==> src/rtl/mul_div_unit.sv <==
// rtl/mul_div_unit.sv - multiply/divide unit with HI/LO registers; MUL_DIV_FAST_MUL_EN selects single-cycle multiply
module mul_div_unit #(
  parameter int WIDTH = 32
) (
  input  logic             clk,
  input  logic             rst,
  input  logic             start,
  input  logic [2:0]       op,
  input  logic [WIDTH-1:0] A,
  input  logic [WIDTH-1:0] B,
  output logic             busy,
  output logic             done,
  output logic             div_zero,
  output logic [WIDTH-1:0] hi,
  output logic [WIDTH-1:0] lo
);

  localparam int            CW   = $clog2(WIDTH);
  localparam logic [CW-1:0] LAST = CW'(WIDTH - 1);
  localparam logic [2:0]    OP_MTHI = 3'b100;
  localparam logic [2:0]    OP_MTLO = 3'b101;

  typedef enum logic [1:0] {
    IDLE = 2'd0,
    CALC = 2'd1,
    FIX  = 2'd2
  } state_t;

  state_t               state;
  state_t               state_nxt;
  logic [CW-1:0]        cnt;
  logic [2*WIDTH-1:0]   acc;
  logic [WIDTH-1:0]     mag_b;
  logic [WIDTH-1:0]     a_raw;
  logic                 is_div;
  logic                 neg_res;
  logic                 neg_rem;
  logic                 b_zero;

  logic                 accept;
  logic                 arith_req;
  logic                 signed_req;
  logic                 sign_a;
  logic                 sign_b;
  logic [WIDTH-1:0]     mag_a_in;
  logic [WIDTH-1:0]     mag_b_in;

  logic [WIDTH:0]       mul_sum;
  logic [2*WIDTH-1:0]   mul_next;
  logic [WIDTH:0]       div_shift;
  logic                 div_ge;
  logic [WIDTH-1:0]     div_diff;
  logic [2*WIDTH-1:0]   div_next;

  logic [2*WIDTH-1:0]   prod;
  logic [WIDTH-1:0]     quot;
  logic [WIDTH-1:0]     rem;

  // Requests are only taken while idle; ops with op[2]=1 never start the engine.
  assign accept     = start && (state == IDLE);
  assign arith_req  = accept && !op[2];
  assign signed_req = !op[0];
  assign sign_a     = signed_req && A[WIDTH-1];
  assign sign_b     = signed_req && B[WIDTH-1];
  assign mag_a_in   = sign_a ? -A : A;
  assign mag_b_in   = sign_b ? -B : B;

  // Shift-add step: conditionally add multiplicand to the upper half, then shift right.
  assign mul_sum  = {1'b0, acc[2*WIDTH-1:WIDTH]} + (acc[0] ? {1'b0, mag_b} : '0);
  assign mul_next = {mul_sum, acc[WIDTH-1:1]};

  // Restoring divide step: remainder in the upper half, dividend/quotient shifting through the lower half.
  assign div_shift = acc[2*WIDTH-1:WIDTH-1];
  assign div_ge    = div_shift >= {1'b0, mag_b};
  assign div_diff  = div_shift[WIDTH-1:0] - mag_b;
  assign div_next  = {(div_ge ? div_diff : div_shift[WIDTH-1:0]), acc[WIDTH-2:0], div_ge};

  // Sign fix-up applied in FIX on the unsigned magnitude result.
  assign prod = neg_res ? -acc : acc;
  assign quot = neg_res ? -acc[WIDTH-1:0] : acc[WIDTH-1:0];
  assign rem  = neg_rem ? -acc[2*WIDTH-1:WIDTH] : acc[2*WIDTH-1:WIDTH];

`ifdef MUL_DIV_FAST_MUL_EN
  logic [2*WIDTH-1:0] fast_prod;
  assign fast_prod = {{WIDTH{1'b0}}, mag_a_in} * {{WIDTH{1'b0}}, mag_b_in};
`endif

  assign busy = (state != IDLE);

  // State register.
  always_ff @(posedge clk or posedge rst) begin
    if (rst) state <= IDLE;
    else     state <= state_nxt;
  end

  // Next-state logic: IDLE -> CALC (WIDTH edges) -> FIX -> IDLE.
  always_comb begin
    state_nxt = state;
    case (state)
      IDLE: begin
        if (arith_req) begin
`ifdef MUL_DIV_FAST_MUL_EN
          state_nxt = op[1] ? CALC : FIX;
`else
          state_nxt = CALC;
`endif
        end
      end
      CALC:    if (cnt == LAST) state_nxt = FIX;
      FIX:     state_nxt = IDLE;
      default: state_nxt = IDLE;
    endcase
  end

  // Datapath: operand capture, iteration, and result/flag write-back at completion.
  always_ff @(posedge clk or posedge rst) begin
    if (rst) begin
      cnt      <= '0;
      acc      <= '0;
      mag_b    <= '0;
      a_raw    <= '0;
      is_div   <= 1'b0;
      neg_res  <= 1'b0;
      neg_rem  <= 1'b0;
      b_zero   <= 1'b0;
      done     <= 1'b0;
      div_zero <= 1'b0;
      hi       <= '0;
      lo       <= '0;
    end else begin
      done <= 1'b0;
      case (state)
        IDLE: begin
          if (accept) begin
            if (op == OP_MTHI) begin
              hi <= A;
            end else if (op == OP_MTLO) begin
              lo <= A;
            end else if (!op[2]) begin
              acc <= {{WIDTH{1'b0}}, mag_a_in};
`ifdef MUL_DIV_FAST_MUL_EN
              if (!op[1]) acc <= fast_prod;
`endif
              mag_b   <= mag_b_in;
              a_raw   <= A;
              is_div  <= op[1];
              neg_res <= sign_a ^ sign_b;
              neg_rem <= sign_a;
              b_zero  <= (B == '0);
              cnt     <= '0;
            end
          end
        end
        CALC: begin
          acc <= is_div ? div_next : mul_next;
          cnt <= cnt + CW'(1);
        end
        FIX: begin
          done <= 1'b1;
          if (is_div && b_zero) begin
            lo       <= '1;
            hi       <= a_raw;
            div_zero <= 1'b1;
          end else if (is_div) begin
            lo       <= quot;
            hi       <= rem;
            div_zero <= 1'b0;
          end else begin
            hi       <= prod[2*WIDTH-1:WIDTH];
            lo       <= prod[WIDTH-1:0];
            div_zero <= 1'b0;
          end
        end
        default: ;
      endcase
    end
  end

endmodule

==> config.mk <==
export PLATFORM = sky130hd
export DESIGN_NAME = mul_div_unit
export DESIGN_NICKNAME = d
export VERILOG_FILES = /design/src/rtl/mul_div_unit.sv
export SDC_FILE = /design/constraint.sdc
export NUM_CORES = 1
export LEC_CHECK = 0
export ABC_AREA = 1
export BUFFER_PORTS_ARGS = -buffer_cell sky130_fd_sc_hd__buf_2
export CELL_PAD_IN_SITES_DETAIL_PLACEMENT = 1
export CELL_PAD_IN_SITES_GLOBAL_PLACEMENT = 1
export CORE_MARGIN = 8
export CORE_UTILIZATION = 43
export CTS_CLUSTER_SIZE = 12
export DETAILED_ROUTE_END_ITERATION = 7
export PLACE_DENSITY_LB_ADDON = 0.3
export SLEW_MARGIN = 20
export SYNTH_ARGS = -nofsm -noshare
export SYNTH_HDL_FRONTEND = slang
export SYNTH_SLANG_ARGS = --single-unit
==> constraint.sdc <==
create_clock -name clk -period 6.95 [get_ports clk]
set_input_delay 0.695 -clock clk [delete_from_list [all_inputs] [get_ports clk]]
set_output_delay 0.695 -clock clk [all_outputs]
set_load 0.01 [all_outputs]
==> impl_metrics.yaml <==
die:
  num_rows: 75
  ios: 137
  floorplan.initialDensity_pct: 43.7
  die_x_um: 223
  die_h_um: 223
  die-area_um2: 49600
  core_um2: 42000
sta:
  tns_ns: 0
  fin_crit_sh_pct: 49.9
  holdWs_ns: 0.184
  period_minus_slack_ns: 3.47
  clock_skew_ns: 0.0286
  max_freq_mhz: 288
  drv_slew: 0
  rsz0062_at_grt: "false"
  hold_viol: 0
  setup_viol: 0
  setup_ws_ns: 3.48
  tightest_slew_ns: 1.09
  relSlewSlack_pct: 27.3
global_route:
  grt_util_all_layers_pct: 35.9
  antenna_found_initial: 1
  grt_pass1_vias: 22514
  grt_start_max_net_pins: 100
  grt_pass1_wl_um: 138000
  overflow: 0
routing:
  drt_iter0_drc: 2155
  finalWirelength_um: 91700
  drtPass1Iterations: 5
  vias_per_cell: 6.01
  ant_nets: 0
  post_drt_wl_per_cell_um: 24.9
  dr_total_vias: 22117
  drc: 0
worst_setup_path:
  cp-end-kind: "flop"
  path_cells: "inv_1, nor2_4, buf_4, inv_1, buf_4, nor2_1, inv_1, o22ai_1, o21ai_0"
  r2r.worst_path.cells: 9
  critical_path.startpoint_type: "flop"
  cp.required_ns: 7.36
  slowest_stage: "buf_4"
  crit_fanout: 55
  worstReg2RegStart: "state[1]"
  crit_type: "reg2reg"
  worstPathArrival_ns: 3.89
  crit_path_max_incr_delay_ns: 0.56
  crit_top_cell: "inv_1"
  ff2ff_setup_slack_ns: 3.48
  worstSetupStartpoint: "state[1]"
  reg2reg_to: "lo[1]"
cts:
  cts-buffers-inserted: 27
  cts_max_level: 1
  clock_path_buffers: 3
  root_buffer: "clkbuf_16"
  postCtsSetupBuffers: 0
  cts_resized: 0
  clk_latency_ns: 0.59
  clkTransAtPathRegs_ns: 0.06
  numClockSinks: 205
  holdBufCountCts: 0
  cts_tree: "yes"
power:
  p_clk_share_pct: 12.3
  power.total_mw: 12.2
  internal-power_mw: 5.08
  vdd_drop_max_uv: 309
  p_seq_share_pct: 22.1
  netSwitchingPower_mw: 7.10
  swShare_pct: 58.3
  p_comb_share_pct: 65.6
  powerDensity_nw_per_um2: 597
  p_leak_nw: 10.2
logic_synthesis:
  ys_seq_area_share_pct: 27.9
  synth-async-reset-ratio_pct: 100
  syn_avg_cell_area_um2: 6.04
  synth_nets: 3181
  synthCells: 3039
  synth-seq-cells: 205
  synth_ff_type: "dfrtp_1"
  yosys_warnings: 0
  yosysUniqueCellTypes: 58
  synth_edf_count: 0
  synth_area_um2: 18400
placed_design:
  gp_congestion: 1.03
  portBuffers: 136
  place_ws_ns: 3.44
  dp_hpwl_um: 72600
cells_and_area:
  nets: 3262
  drive_gt1_share_pct: 8.37
  antenna_cells: 0
  final_util_pct: 48.5
  synthToLayoutAreaGrowth_pct: 11.1
run_status:
  outcome: "finished, final reports clean"
worst_hold_path:
  worstHoldPathType: "in2async"
flow_run:
  cap_viol_max_count: 0
worst max path at each step:
stage | end | slack, ns | depth (start not counted)
after global routing | hi[13] | 3.39 | 10
final | lo[1] | 3.48 | 9
after detailed placement | acc[45] | 3.44 | 16
after floorplan | a_raw[0] | 0.66 | 1
after CTS | acc[45] | 3.44 | 16
after global placement | acc[49] | 3.62 | 19
cell usage in the layout, fill, tap and decap left out, types with 3 or more instances in the layout:
cell,instances
nand3_1,219
o21a_1,9
xnor2_1,10
clkinv_2,6
nand2_1,832
bufinv_16,3
nor3_1,22
clkbuf_8,5
o21ai_0,258
o22a_1,4
clkinvlp_4,4
a31oi_1,21
buf_4,23
o32a_1,7
inv_1,347
o21ai_1,19
o21bai_1,6
nor2_4,4
clkbuf_1,3
o21ai_2,5
nand3_2,3
o31ai_1,3
inv_2,9
o211ai_1,9
clkbuf_16,27
a21o_1,5
buf_2,136
dfrtp_1,203
nor2_1,465
ha_1,70
xor2_1,32
or2_2,9
nor2_2,10
nor4_1,6
a21oi_1,232
nand3b_1,26
nand4_1,46
flip-flops by register name, indices dropped and copies added, names as in the netlist:
name	count
neg_res	1
b_zero	1
mag_b	32
hi	32
a_raw	32
state	2
cnt	5
acc	64
done	1
neg_rem	1
lo	32
is_div	1
div_zero	1
per-stage QoR:
step                      cell area [µm²]  instances
final                               20400       3680
after global routing                20400       3680
after CTS                           20400       3680
after detailed placement            19500       3630
after global placement              19500       3630
after floorplan                     18400       3039
per-layer routing:
layer	up-vias	routed length [µm]	global-route usage, %
met5	-	0	0
met3	311	6530	4.73
met4	0	8730	28.8
met2	997	41000	57.4
li1	10043	-	-
met1	10766	35400	43.1
power groups by stage:
| stage | logic (mW) | clock network [mW] | registers, mW |
|---|---|---|---|
| finish | 7.99 | 1.50 | 2.69 |
| detailed placement | 7.77 | 0 | 2.66 |
| global route | 8.72 | 1.55 | 2.71 |
| CTS | 7.82 | 1.51 | 2.64 |
| floorplan | 5.15 | 0 | 2.25 |
| global placement | 7.51 | 0 | 2.63 |
cell families after synthesis:
kind of cell    synth area share [%]
compound gates                  17.4
xor+xnor                        2.00
fa+ha+maj                       4.99
buf+inv                         9.81
flops                           27.9
simple gates                    37.9
synthesized netlist by cell type (9+ instances only):
library cell / n / area [µm²]
xnor2_1: 10 / 87.6
nor2_1: 468 / 1760
dfrtp_1: 205 / 5130
ha_1: 70 / 876
xor2_1: 32 / 280
nand4_1: 46 / 288
or2_2: 9 / 56.3
nand3_1: 219 / 1100
a31oi_1: 21 / 131
buf_1: 12 / 45.0
inv_1: 351 / 1320
nor3_1: 22 / 110
o21ai_1: 20 / 100
o21a_1: 9 / 67.6
nand2_1: 833 / 3130
nand3b_1: 26 / 195
buf_2: 17 / 85.1
clkbuf_1: 75 / 282
o21ai_0: 258 / 1290
o211ai_1: 9 / 67.6
a21oi_1: 232 / 1160
nor2_2: 9 / 56.3
final cells by class:
class	instances	area, µm²
fillers	5874	21600
multi-input cells	2367	11500
flip-flops and latches	205	5130
inverters	360	1360
repair buffers	159	853
clock buffers	35	756
well taps	539	674
clock inverters	15	171
worst max-delay path: cells and delay by family (launching register included):
family          cells  cell delay (ns)
buf+inv             5             1.79
simple gates        2             0.64
compound gates      2             0.45
flops               1             0.42
(Power assumes the default switching activity.)
